===== src/rtl/beat_pkg.sv =====
`default_nettype none
// ============================================================================
// Module      : beat_pkg
// Description : Shared constants for the tempo divider channels.
// Revision    : 1.0 - initial release
// ============================================================================
package beat_pkg;

    localparam int c_sample_rate    = 48000;
    localparam int c_width          = 16;
    localparam int c_beat_bits      = 4;
    // Ten beats per second at the nominal sample rate.
    localparam int c_default_period = c_sample_rate / 10;

    // Samples per beat for a tempo in beats per minute; 0 disables a channel.
    function automatic int bpm_to_period(input int bpm);
        if (bpm <= 0) begin
            return 0;
        end
        return (c_sample_rate * 60) / bpm;
    endfunction

endpackage : beat_pkg
`default_nettype wire


===== src/rtl/beat_ch.sv =====
`default_nettype none
// ============================================================================
// Module      : beat_ch
// Description : One beat channel: period register, tick counter, bar position
//               and registered beat/downbeat pulses.
// Revision    : 1.0 - initial release
// ============================================================================
module beat_ch
    import beat_pkg::*;
#(
    parameter int WIDTH          = c_width,
    parameter int BEAT_BITS      = c_beat_bits,
    parameter int DEFAULT_PERIOD = c_default_period
) (
    input  logic                 clk,
    input  logic                 rst,
    input  logic                 i_count_en,
    input  logic                 i_ch_en,
    input  logic                 i_sync,
    input  logic                 i_period_wr,
    input  logic [WIDTH-1:0]     i_period_data,
    input  logic [BEAT_BITS-1:0] i_bar_len,
    output logic                 o_beat,
    output logic                 o_downbeat,
    output logic [BEAT_BITS-1:0] o_beat_idx
);

    localparam logic [WIDTH-1:0]     c_cnt_one    = {{(WIDTH-1){1'b0}}, 1'b1};
    localparam logic [BEAT_BITS-1:0] c_idx_one    = {{(BEAT_BITS-1){1'b0}}, 1'b1};
    localparam logic [WIDTH-1:0]     c_period_rst = WIDTH'(DEFAULT_PERIOD);

    logic [WIDTH-1:0]     r_period;
    logic [WIDTH-1:0]     r_cnt;
    logic [BEAT_BITS-1:0] r_idx;
    logic [1:0]           r_pulse;

    logic                 w_active;
    logic                 w_tick;
    logic                 w_cnt_last;
    logic                 w_bar_last;
    logic                 w_cnt_en;
    logic [WIDTH-1:0]     w_cnt_d;
    logic                 w_idx_en;
    logic [BEAT_BITS-1:0] w_idx_d;
    logic [1:0]           w_pulse_d;

    always_comb begin
        // A zero period parks the channel; reset is handled by the flops.
        w_active   = i_count_en & i_ch_en & ~i_sync & (r_period != '0);
        w_tick     = w_active & (r_cnt == '0);
        // Greater-or-equal also recovers a counter left beyond a shrunk period.
        w_cnt_last = (r_cnt >= (r_period - c_cnt_one));
        w_bar_last = (i_bar_len <= c_idx_one) | (r_idx >= (i_bar_len - c_idx_one));

        w_cnt_en   = i_sync | w_active;
        w_cnt_d    = (i_sync | w_cnt_last) ? '0 : (r_cnt + c_cnt_one);

        w_idx_en   = i_sync | w_tick;
        w_idx_d    = (i_sync | w_bar_last) ? '0 : (r_idx + c_idx_one);

        w_pulse_d  = {w_tick, w_tick & (r_idx == '0)};
    end

    dffre #(
        .WIDTH     (WIDTH),
        .RESET_VAL (c_period_rst)
    ) u_period (
        .clk  (clk),
        .rst  (rst),
        .i_en (i_period_wr),
        .i_d  (i_period_data),
        .o_q  (r_period)
    );

    dffre #(
        .WIDTH     (WIDTH),
        .RESET_VAL ('0)
    ) u_cnt (
        .clk  (clk),
        .rst  (rst),
        .i_en (w_cnt_en),
        .i_d  (w_cnt_d),
        .o_q  (r_cnt)
    );

    dffre #(
        .WIDTH     (BEAT_BITS),
        .RESET_VAL ('0)
    ) u_idx (
        .clk  (clk),
        .rst  (rst),
        .i_en (w_idx_en),
        .i_d  (w_idx_d),
        .o_q  (r_idx)
    );

    dffr #(
        .WIDTH     (2),
        .RESET_VAL (2'b00)
    ) u_pulse (
        .clk (clk),
        .rst (rst),
        .i_d (w_pulse_d),
        .o_q (r_pulse)
    );

    // Pulses are masked while reset is held so nothing leaks during reset.
    assign o_beat     = r_pulse[1] & ~rst;
    assign o_downbeat = r_pulse[0] & ~rst;
    assign o_beat_idx = r_idx;

endmodule : beat_ch
`default_nettype wire


===== src/rtl/dffr.sv =====
`default_nettype none
// ============================================================================
// Module      : dffr
// Description : Free-running register with synchronous active-high reset.
// Revision    : 1.0 - initial release
// ============================================================================
module dffr #(
    parameter int               WIDTH     = 1,
    parameter logic [WIDTH-1:0] RESET_VAL = '0
) (
    input  logic             clk,
    input  logic             rst,
    input  logic [WIDTH-1:0] i_d,
    output logic [WIDTH-1:0] o_q
);

    always_ff @(posedge clk) begin
        if (rst) begin
            o_q <= RESET_VAL;
        end else begin
            o_q <= i_d;
        end
    end

endmodule : dffr
`default_nettype wire


===== src/rtl/dffre.sv =====
`default_nettype none
// ============================================================================
// Module      : dffre
// Description : Register with load enable; synchronous reset wins over enable.
// Revision    : 1.0 - initial release
// ============================================================================
module dffre #(
    parameter int               WIDTH     = 1,
    parameter logic [WIDTH-1:0] RESET_VAL = '0
) (
    input  logic             clk,
    input  logic             rst,
    input  logic             i_en,
    input  logic [WIDTH-1:0] i_d,
    output logic [WIDTH-1:0] o_q
);

    always_ff @(posedge clk) begin
        if (rst) begin
            o_q <= RESET_VAL;
        end else if (i_en) begin
            o_q <= i_d;
        end
    end

endmodule : dffre
`default_nettype wire


===== src/rtl/tempo_divider.sv =====
`default_nettype none
// ============================================================================
// Module      : tempo_divider
// Description : Multi-channel tempo divider producing beat and downbeat pulses
//               from a shared sample tick.
// Revision    : 1.0 - initial release
// ============================================================================
module tempo_divider
    import beat_pkg::*;
#(
    parameter int WIDTH          = c_width,
    parameter int NUM_CH         = 4,
    parameter int BEAT_BITS      = c_beat_bits,
    parameter int DEFAULT_PERIOD = c_default_period
) (
    input  logic                        clk,
    input  logic                        reset,
    input  logic                        count_en,
    input  logic [NUM_CH-1:0]           ch_en,
    input  logic                        sync,
    input  logic                        period_wr,
    input  logic [$clog2(NUM_CH)-1:0]   period_ch,
    input  logic [WIDTH-1:0]            period_data,
    input  logic [BEAT_BITS-1:0]        bar_len,
    output logic [NUM_CH-1:0]           beat,
    output logic [NUM_CH-1:0]           downbeat,
    output logic [NUM_CH*BEAT_BITS-1:0] beat_idx
);

    localparam int CH_BITS = $clog2(NUM_CH);

    logic [NUM_CH-1:0] w_period_wr;

    for (genvar i = 0; i < NUM_CH; i++) begin : g_ch
        assign w_period_wr[i] = period_wr & (period_ch == CH_BITS'(i));

        beat_ch #(
            .WIDTH          (WIDTH),
            .BEAT_BITS      (BEAT_BITS),
            .DEFAULT_PERIOD (DEFAULT_PERIOD)
        ) u_beat_ch (
            .clk           (clk),
            .rst           (reset),
            .i_count_en    (count_en),
            .i_ch_en       (ch_en[i]),
            .i_sync        (sync),
            .i_period_wr   (w_period_wr[i]),
            .i_period_data (period_data),
            .i_bar_len     (bar_len),
            .o_beat        (beat[i]),
            .o_downbeat    (downbeat[i]),
            .o_beat_idx    (beat_idx[i*BEAT_BITS +: BEAT_BITS])
        );
    end

endmodule : tempo_divider
`default_nettype wire


===== config.mk =====
export PLATFORM = sky130hd
export DESIGN_NAME = tempo_divider
export DESIGN_NICKNAME = d
export VERILOG_FILES = /design/src/rtl/beat_pkg.sv /design/src/rtl/beat_ch.sv /design/src/rtl/dffr.sv /design/src/rtl/dffre.sv /design/src/rtl/tempo_divider.sv
export SDC_FILE = /design/constraint.sdc
export NUM_CORES = 1
export LEC_CHECK = 0
export CELL_PAD_IN_SITES_DETAIL_PLACEMENT = 1
export CELL_PAD_IN_SITES_GLOBAL_PLACEMENT = 2
export CORE_ASPECT_RATIO = 0.5
export CORE_MARGIN = 1.5
export CORE_UTILIZATION = 36
export CTS_CLUSTER_DIAMETER = 120
export DETAILED_ROUTE_END_ITERATION = 8
export PLACE_DENSITY_LB_ADDON = 0.25
export SYNTH_ARGS = -nofsm -noshare
export SYNTH_HDL_FRONTEND = slang
export SYNTH_SLANG_ARGS = --single-unit
export TNS_END_PERCENT = 50

===== constraint.sdc =====
create_clock -name clk -period 8.1 [get_ports clk]
set_input_delay 0.81 -clock clk [delete_from_list [all_inputs] [get_ports clk]]
set_output_delay 0.81 -clock clk [all_outputs]
set_load 0.02 [all_outputs]

# Yosys cells after proc, flatten, opt, wreduce, memory -nomap -nowiden
# Index checks and enable logic that the tools add are counted.
[classes]
add_sub_neg = 13
n_lt_le_gt_ge = 9
eq_ne = 3
muxes = 8
n_bitwise = 54
n_reduce_logical = 13
[op_table]
columns = ["cell", "n"]
rows = [
  ["16-bit by 1-bit adder with 16-bit output, second input constant", 4],
  ["16-bit greater-or-equal comparator", 4],
  ["16-bit logical NOT", 4],
  ["16-bit 2-to-1 mux", 4],
  ["16-bit nonzero test", 4],
  ["16-bit by 1-bit subtractor with 16-bit output, second input constant", 4],
  ["1-bit bitwise AND", 32],
  ["1-bit OR", 20],
  ["4-bit by 1-bit adder with 4-bit output, second input constant", 4],
  ["4-bit greater-or-equal comparator", 4],
  ["4-bit logical NOT", 4],
  ["4-bit 2-to-1 mux", 4],
  ["2-bit == test, second input constant", 2],
  ["4-bit by 1-bit less-or-equal comparator with 1-bit output, second input constant", 1],
  ["4-bit by 1-bit subtractor with 4-bit output, second input constant", 1],
  ["2-bit by 1-bit == test with 1-bit output, second input constant", 1],
  ["2-bit logical NOT", 1],
  ["1-bit NOT", 2],
]
[word_totals]
regBits = 152
in_bits = 31
out_inout_bits = 24

# Longest topological paths before layout
[depth]
word_depth = 5
ltp_mapped = 15
ltp_nobuf = 13

# Cells and area by module
# A second synthesis with hierarchy kept.
[unflattened]
hier_cells = 1228
area_unflattened_um2 = 10540.1
[by_module_without_submodules]
columns = ["module", "n_inst", "cells_each", "area_per_inst_um2", "seq_area_each_um2"]
rows = [
  ["beat_ch at g_ch[0].u_beat_ch ...", 2, 185, 1263.7, 0.0],
  ["beat_ch at g_ch[1].u_beat_ch ...", 2, 185, 1262.5, 0.0],
  ["dffre at g_ch[0].u_beat_ch.u_period ...", 4, 52, 589.3, 320.3],
  ["dffre at g_ch[0].u_beat_ch.u_cnt ...", 4, 52, 580.6, 320.3],
  ["dffre at g_ch[0].u_beat_ch.u_idx ...", 4, 13, 140.1, 80.1],
  ["dffr", 4, 4, 52.6, 40.0],
  ["tempo_divider", 1, 4, 37.5, 0.0],
]

# Worst setup path before layout
# No wires, ideal clock.
[synth_path]
path_type = "register -> register"
start = "register g_ch[2].u_beat_ch.u_period.o_q[0]"
end = "register g_ch[2].u_beat_ch.u_cnt.o_q[13]"
t_arrival_ns = 3.315
t_required_ns = 8.026
path_slack_ns = 4.711
stages_incl_launch_ff = 16
cell_sequence = "dfxtp_1 > or4_4 > or3_4 > or3b_4 > nor2_1 > nand2_1 > xor2_1 > ha_1 > nand2_1 > nor2_1 > a2111o_1 > a21oi_1 > buf_2 > buf_4 > o41ai_1 > a31oi_1"
[synth_via]
elab_chain_cells = 4
[synth_rtl]
columns = ["item", "line", "source"]
rows = [
  ["start: declaration", "dffre.sv:15", "output logic [WIDTH-1:0] o_q"],
  ["start signal: assignment", "dffre.sv:22", "o_q <= i_d;"],
  ["16-bit by 1-bit subtractor with 16-bit output", "beat_ch.sv:52", "w_cnt_last = (r_cnt >= (r_period - c_cnt_one));"],
  ["16-bit greater-or-equal comparator", "beat_ch.sv:52", ""],
  ["1-bit OR", "beat_ch.sv:56", "w_cnt_d = (i_sync | w_cnt_last) ? '0 : (r_cnt + c_cnt_one);"],
  ["16-bit 2-to-1 mux", "beat_ch.sv:56", ""],
  ["end signal: assignment", "dffre.sv:22", ""],
  ["end: declaration", "dffre.sv:15", ""],
]
# Several ways; a longest one is shown, not always the timed one.
# A chain may end at the register's enable or synchronous reset.

# Final worst setup path
[layout_path]
start = "input sync"
end = "register g_ch[2].u_beat_ch.u_idx.o_q[2]"
[layout_via]
elab_chain_cells = 5
[layout_rtl]
columns = ["item", "line", "source"]
rows = [
  ["start: declaration", "tempo_divider.sv:20", "input logic sync,"],
  ["1-bit NOT", "beat_ch.sv:49", "w_active = i_count_en & i_ch_en & ~i_sync & (r_period != '0);"],
  ["1-bit bitwise AND (2 in a row)", "beat_ch.sv:49", ""],
  ["1-bit bitwise AND", "beat_ch.sv:50", "w_tick = w_active & (r_cnt == '0);"],
  ["1-bit OR", "beat_ch.sv:58", "w_idx_en = i_sync | w_tick;"],
  ["end signal: assignment", "dffre.sv:22", ""],
  ["end: declaration", "dffre.sv:15", ""],
]
# Several ways; a longest one is shown, not always the timed one.

==> impl_metrics.env <==
export IMPL_final_common_cell="nand2_1"
export IMPL_cts_root_buf="clkbuf_16"
export IMPL_fmax_mhz=243.7
export IMPL_ys_seq_area_frac=0.3182
export IMPL_critical_path_class="in -> reg"
export IMPL_drtIter0Drc=546
export IMPL_holdWs_ns=0.4934
export IMPL_drc=0
export IMPL_finalWirelength_um=28680
export IMPL_cp_start_kind="input port"
export IMPL_final_util=0.4288
export IMPL_antenna_found_initial=0
export IMPL_diodes=0
export IMPL_setup_tns_final_ns=0
export IMPL_r2r_start="g_ch[2].u_beat_ch.u_period.o_q[0]"
export IMPL_cts_inserted_buffers=17
export IMPL_crit_chain="clkdlybuf4s50_1 > nor2b_1 > and4_1 > o2111ai_1 > and2_4 > or4b_1 > a21oi_1"
export IMPL_fin_ws_ns=3.997
export IMPL_pin_count=55
export IMPL_port_buffers=54
export IMPL_finClkSkew_ns=0.01051
export IMPL_finalSetupViolations=0
export IMPL_finalCriticalPeriod_ns=4.103
export IMPL_postRouteAntennaNets=0
export IMPL_grt_overflow=0
export IMPL_timing_final_hold_violations=0
export IMPL_core_area_mm2=0.02565
export IMPL_cts_hold_buffers=0
export IMPL_synth_seq_cells=152
export IMPL_power_density_mw_per_mm2=174.9
export IMPL_total_power_uw=1924
export IMPL_hold_path_cell_count=2
export IMPL_syn_cell_area_mm2=0.009562
export IMPL_syn_nets=1313
export IMPL_hp_start="g_ch[3].u_beat_ch.u_period.o_q[0]"
export IMPL_ctsResizeCount=0
export IMPL_synth_edff_count=0
export IMPL_fillers=3116
export IMPL_reg2reg_slack_ns=4.36
export IMPL_crit_path_max_incr_delay_ns=1.01
export IMPL_grt_pass1_wl_um=47270
export IMPL_rsz0062_at_grt="false"
export IMPL_clkTransAtPathRegs_ns=0.06
export IMPL_drive_above_1_share=0.04323
export IMPL_status="complete, no violations"
export IMPL_clk_latency_ns=0.45
export IMPL_syn_area_per_cell_um2=8.103
export IMPL_nNetsFinal=1346
export IMPL_hold_path_class="reg -> reg"
export IMPL_ys_types=74
export IMPL_async_flop_share=0
export IMPL_cts_path_max_buffers=2
export IMPL_place_gp_congestion=0.8063
export IMPL_reg2regPathDepth=14
export IMPL_cap_violations=0
export IMPL_critical_path_depth=7
export IMPL_postCtsSetupRepairBufs=0
export IMPL_cp_slowest_cell="nor2b_1"
export IMPL_worstHoldEndpoint="g_ch[3].u_beat_ch.u_period.o_q[0]"
export IMPL_cp_max_fo=14
export IMPL_r2r_end="g_ch[2].u_beat_ch.u_cnt.o_q[5]"
export IMPL_place_hpwl_um=21520
export IMPL_netlist_instances=1180
export IMPL_path_delay_family="simple AND/OR/NAND/NOR gates"
export IMPL_pre_cts_slack_ns=3.530
export IMPL_grt_max_degree=71
export IMPL_start_util=0.3728
export IMPL_p_leak_uw=0.004141
export IMPL_cp_data_required_time_ns=8.47
export IMPL_slew_limit_headroom=0.2898
export IMPL_drtPass1Iterations=4
export IMPL_synthToLayoutAreaGrowth_pct=15.04
export IMPL_wl_per_cell_um=18.27
export IMPL_post_drt_via_cell_ratio=5.426
export IMPL_grt_pass1_vias=8647
export IMPL_fin_crit_sh=0.5065
export IMPL_report_final_slew_viol_count=0
export IMPL_tightest_slew_ns=1.062
export IMPL_num_vias=8519
export IMPL_dieArea_mm2=0.02761
export IMPL_crit_path_end_kind="register"
export IMPL_rows=41
export IMPL_cts_max_level=4
export IMPL_track_usage=0.2181
export IMPL_cp_buffers_inverters=1
export IMPL_yosys_most_used_dff="dfxtp_1"
export IMPL_dieHeight_um=118.2
export IMPL_synth_warnings=0
export IMPL_cts_sinks=152
export IMPL_ir_worst_vdd_uv=124.7
export IMPL_die_x_um=233.5
export IMPL_cp_arrival_ns=4.48
export IMPL_cts_tree="built"
export IMPL_final_cell_mix="nand2_1, dfxtp_1, nor2_1"
layer usage:
metal / up-vias / routed length, um / track usage
li1: 4209 / - / -
met1: 4227 / 14570 / 0.3092
met2: 59 / 13020 / 0.3414
met3: 24 / 829 / 0.03716
met4: 0 / 268 / 0.05329
met5: - / 0 / 0
state kept, by name, summed over array words and instances (netlist names):
register	count
g_ch.u_beat_ch.u_idx.o_q	16
g_ch.u_beat_ch.u_pulse.o_q	8
g_ch.u_beat_ch.u_period.o_q	64
g_ch.u_beat_ch.u_cnt.o_q	64
cell usage after synthesis, types with 3 or more instances:
master       n  area, um^2
a32oi_1      3       26.28
dfxtp_1    152        3043
a21o_1      14       105.1
nand3_1     34       170.2
mux2i_1      6       60.06
nand2_1    197       739.5
a32o_1       3       30.03
o31a_1       3       26.28
or3b_1       4       35.03
and2_1       7       43.79
a2111oi_0    5       43.79
clkbuf_1    27       101.4
nand3b_1    21       157.7
or4_1        4       30.03
and4_1       8       70.07
o211ai_1     5       37.54
a41oi_1      4       35.03
xnor2_1     74       648.1
xor2_1      29       254.0
ha_1       102        1276
nand2b_1    11       68.82
a21oi_1     79       395.4
o21ai_0     16       80.08
nor3b_1     16       120.1
nor4_1      33       206.5
inv_1       37       138.9
nor2b_1     20       125.1
a211oi_1     7       52.55
buf_4        9       67.56
nor4b_1      3       26.28
nor3_1      29       145.1
buf_2        7       35.03
o21ai_1      5       25.02
and3_1      13       81.33
nand4_1     24       150.1
a31oi_1     10       62.56
nor2_1     113       424.2
worst max-delay path by stage:
stage / endpoint / startpoint
floorplan: g_ch[2].u_beat_ch.u_cnt.o_q[13] / g_ch[2].u_beat_ch.u_period.o_q[0]
global placement: g_ch[2].u_beat_ch.u_idx.o_q[2] / sync
detailed placement: g_ch[2].u_beat_ch.u_idx.o_q[3] / sync
CTS: g_ch[2].u_beat_ch.u_idx.o_q[3] / sync
global route: g_ch[2].u_beat_ch.u_idx.o_q[3] / sync
finish: g_ch[2].u_beat_ch.u_idx.o_q[2] / sync
power by group:
group	internal [uW]	switching (uW)	total [uW]
Sequential	768	28.7	796
Clock	555	334	890
Combinational	97.6	140	238
worst min-delay path, delay by kind of cell (launching register included):
kind,cells,cell delay [ns]
DFF,1,0.33
AOI/OAI and AO/OA,1,0.05
and+or+nand+nor,1,0.06
layout make-up:
class | count | area (um^2) | share of cell area
multi-input cells | 945 | 6161 | 0.5601
inverters | 37 | 138.9 | 0.01263
flip-flops and latches | 152 | 3043 | 0.2766
well taps | 344 | 430.4 | 0.03913
clock inverters | 11 | 195.2 | 0.01775
clock buffers | 21 | 450.4 | 0.04095
repair buffers | 60 | 580.6 | 0.05278
metrics by stage:
step / instances / area [um^2]
2_1_floorplan: 1180 / 9562
3_3_place_gp: 1538 / 10350
3_5_place_dp: 1538 / 10350
4_1_cts: 1570 / 11000
5_1_grt: 1570 / 11000
6_report: 1570 / 11000
cell families after synthesis:
family                     after synthesis  share of synthesized area
and+or+nand+nor                        555                     0.2887
AOI/OAI and AO/OA                      178                     0.1200
DFF                                    152                     0.3182
xor gates and xnor gates               103                    0.09435
adders and majority gates              102                     0.1335
buffers and inverters                   83                    0.03782
muxes                                    7                   0.007459
No activity file was read; power rests on OpenSTA's default activity.
==> variant, RTL diff (same settings) <==
Set the parameter `NUM_CH` to 2 (it was 4).
--- a/src/rtl/tempo_divider.sv
+++ b/src/rtl/tempo_divider.sv
@@ -9,7 +9,7 @@
     import beat_pkg::*;
 #(
     parameter int WIDTH          = c_width,
-    parameter int NUM_CH         = 4,
+    parameter int NUM_CH         = 2,
     parameter int BEAT_BITS      = c_beat_bits,
     parameter int DEFAULT_PERIOD = c_default_period
 ) (
Interface: changed (5 resized); port bits go from 55 to 40. No check against the original RTL was run, so the function may have changed too.
==> variant against the unedited design <==
- area after synthesis down 50%
- setup slack better by 0.48 ns
- power fell by 52%
- design area down 49%
- routed wire length is 58% lower
- sequential cell count shrank 76
- sequential power is 50% lower
- combinational power shrank 46%
- critical path type is now reg -> reg
- global-route usage is 3.6 points lower
==> variant: results (changes against the unedited design) <==
[timing]
slew_headroom_pct=30.58  ; was 28.98%
clock_skew_ns=0.008276  ; was 0.01051 ns

[placed_design]
portBuffers=39  ; was 54
dp_hpwl_mm=8.996  ; was 21.52 mm
gp_congestion=0.7360  ; was 0.8063

[critical_path]
arrival_ns=3.81  ; was 4.48 ns
slowest_stage=a32oi_2  ; was nor2b_1
cp_max_fo=16  ; was 14

[route]
wire_per_inst_um=15.39  ; was 18.27 um
wl_met2_mm=5.181  ; was 13.02 mm
drt-met1-wl_mm=6.448  ; was 14.57 mm
dr_total_vias=3932  ; was 8,519
dr_wl_met3_um=217  ; was 829 um

[clock_tree]
htree_levels=3  ; was 4
cts_made_buffers=9  ; was 17
worstSkewPairLatency_ns=0.34  ; was 0.45 ns
cts-resized-gates=0  ; unchanged

[logic_synthesis]
yosysSeqAreaShare_pct=31.73  ; was 31.82%
ys_types=56  ; was 74
yosys-top-cells-count=nand2_1 (87), dfxtp_1 (76), ha_1 (52), nor2_1 (52), xor2_1 (40)  ; was nand2_1 (197), dfxtp_1 (152), nor2_1 (113)
synth_fp_nets=654  ; was 1,313

[layout]
top_regs=g_ch.u_beat_ch.u_cnt.o_q (32), g_ch.u_beat_ch.u_period.o_q (32), g_ch.u_beat_ch.u_idx.o_q (8)  ; was g_ch.u_beat_ch.u_cnt.o_q (64), g_ch.u_beat_ch.u_period.o_q (64), g_ch.u_beat_ch.u_idx.o_q (16)
drive_gt1_share_pct=6.425  ; was 4.323%

[global_routing]
grt_max_degree=36  ; was 71
grt_pass1_wl_mm=20.42  ; was 47.27 mm
first_global_vias=4093  ; was 8,647

[power]
p_int_uw=673.4  ; was 1421 uW
ir_drop_mv=0.09353  ; was 0.1247 mV
leakagePower_uw=0.002270  ; was 0.004141 uW

[run_status]
status=finished clean  ; unchanged

[variant: changes by cell type after synthesis, moves of 13 or more]
cell / change
inv_1: -19
nand2_1: -110
xnor2_1: -57
nand3b_1: -20
nand3_1: -14
dfxtp_1: -76
a21oi_1: -44
ha_1: -50
nor2_1: -61
nor3_1: -18
nor4_1: -22
nor3b_1: -13
[variant: area by class of cell]
type	count	share of cell area [%]
clock buffers	12	4.777
multi-input cells	455	55.12
inverters	18	1.211
clock inverters	4	0.4037
well taps	170	3.813
repair buffers	42	7.401
flip-flops and latches	76	27.27
[variant: cells by family (layout without fill, tap and decap cells)]
logic type | count (synthesis) | in the layout | share of synthesized area, %
AND/OR/NAND/NOR | 251 | 251 | 26.12
AO/OA/AOI/OAI | 95 | 95 | 14.04
flip-flops | 76 | 76 | 31.73
XOR/XNOR | 57 | 57 | 10.41
adder cells (fa/ha/maj) | 52 | 52 | 13.57
buffers and inverters | 43 | 76 | 4.123
[variant: critical path: cells and delay by family, from the launching register on]
kind / cells / cell delay (ns)
compound gates: 3 / 1.04
xor+xnor: 1 / 0.16
fa+ha+maj: 2 / 0.46
buf+inv: 1 / 0.08
flops: 1 / 0.32
simple gates: 6 / 1.42
[variant: power groups by stage]
stage	Combinational, uW	Sequential [uW]	Clock (uW)
final	128	401	391
after global routing	146	403	420
after CTS	130	401	405
after detailed placement	129	409	0
after global placement	127	409	0
after floorplan	87.0	406	0
[variant: metrics by stage]
step / instances / hold slack, ns / worst slack, ns / utilization, %
3_5_place_dp: 761 / 0.4766 / 4.429 / 41.18
3_3_place_gp: 761 / 0.4633 / 4.586 / 41.18
6_report: 777 / 0.4807 / 4.479 / 43.43
5_1_grt: 777 / 0.5051 / 4.138 / 43.43
4_1_cts: 777 / 0.4856 / 4.412 / 43.43
2_1_floorplan: 574 / 0.4494 / 5.045 / -
[variant: metal layers]
| layer | vias up | GRT usage, % |
|---|---|---|
| met2 | 19 | 29.15 |
| li1 | 2065 | - |
| met5 | - | 0 |
| met4 | 0 | 4.921 |
| met1 | 1838 | 24.86 |
| met3 | 10 | 3.960 |
[variant: final timing paths]
path	start	endpoint	slack, ns	depth (start not counted)
hold reg to reg	g_ch[0].u_beat_ch.u_period.o_q[0]	g_ch[0].u_beat_ch.u_period.o_q[0]	0.48	2
setup / recovery	g_ch[0].u_beat_ch.u_period.o_q[0]	g_ch[0].u_beat_ch.u_cnt.o_q[10]	4.48	13
hold / removal	g_ch[0].u_beat_ch.u_period.o_q[0]	g_ch[0].u_beat_ch.u_period.o_q[0]	0.48	2
setup reg to reg	g_ch[0].u_beat_ch.u_period.o_q[0]	g_ch[0].u_beat_ch.u_cnt.o_q[10]	4.48	13
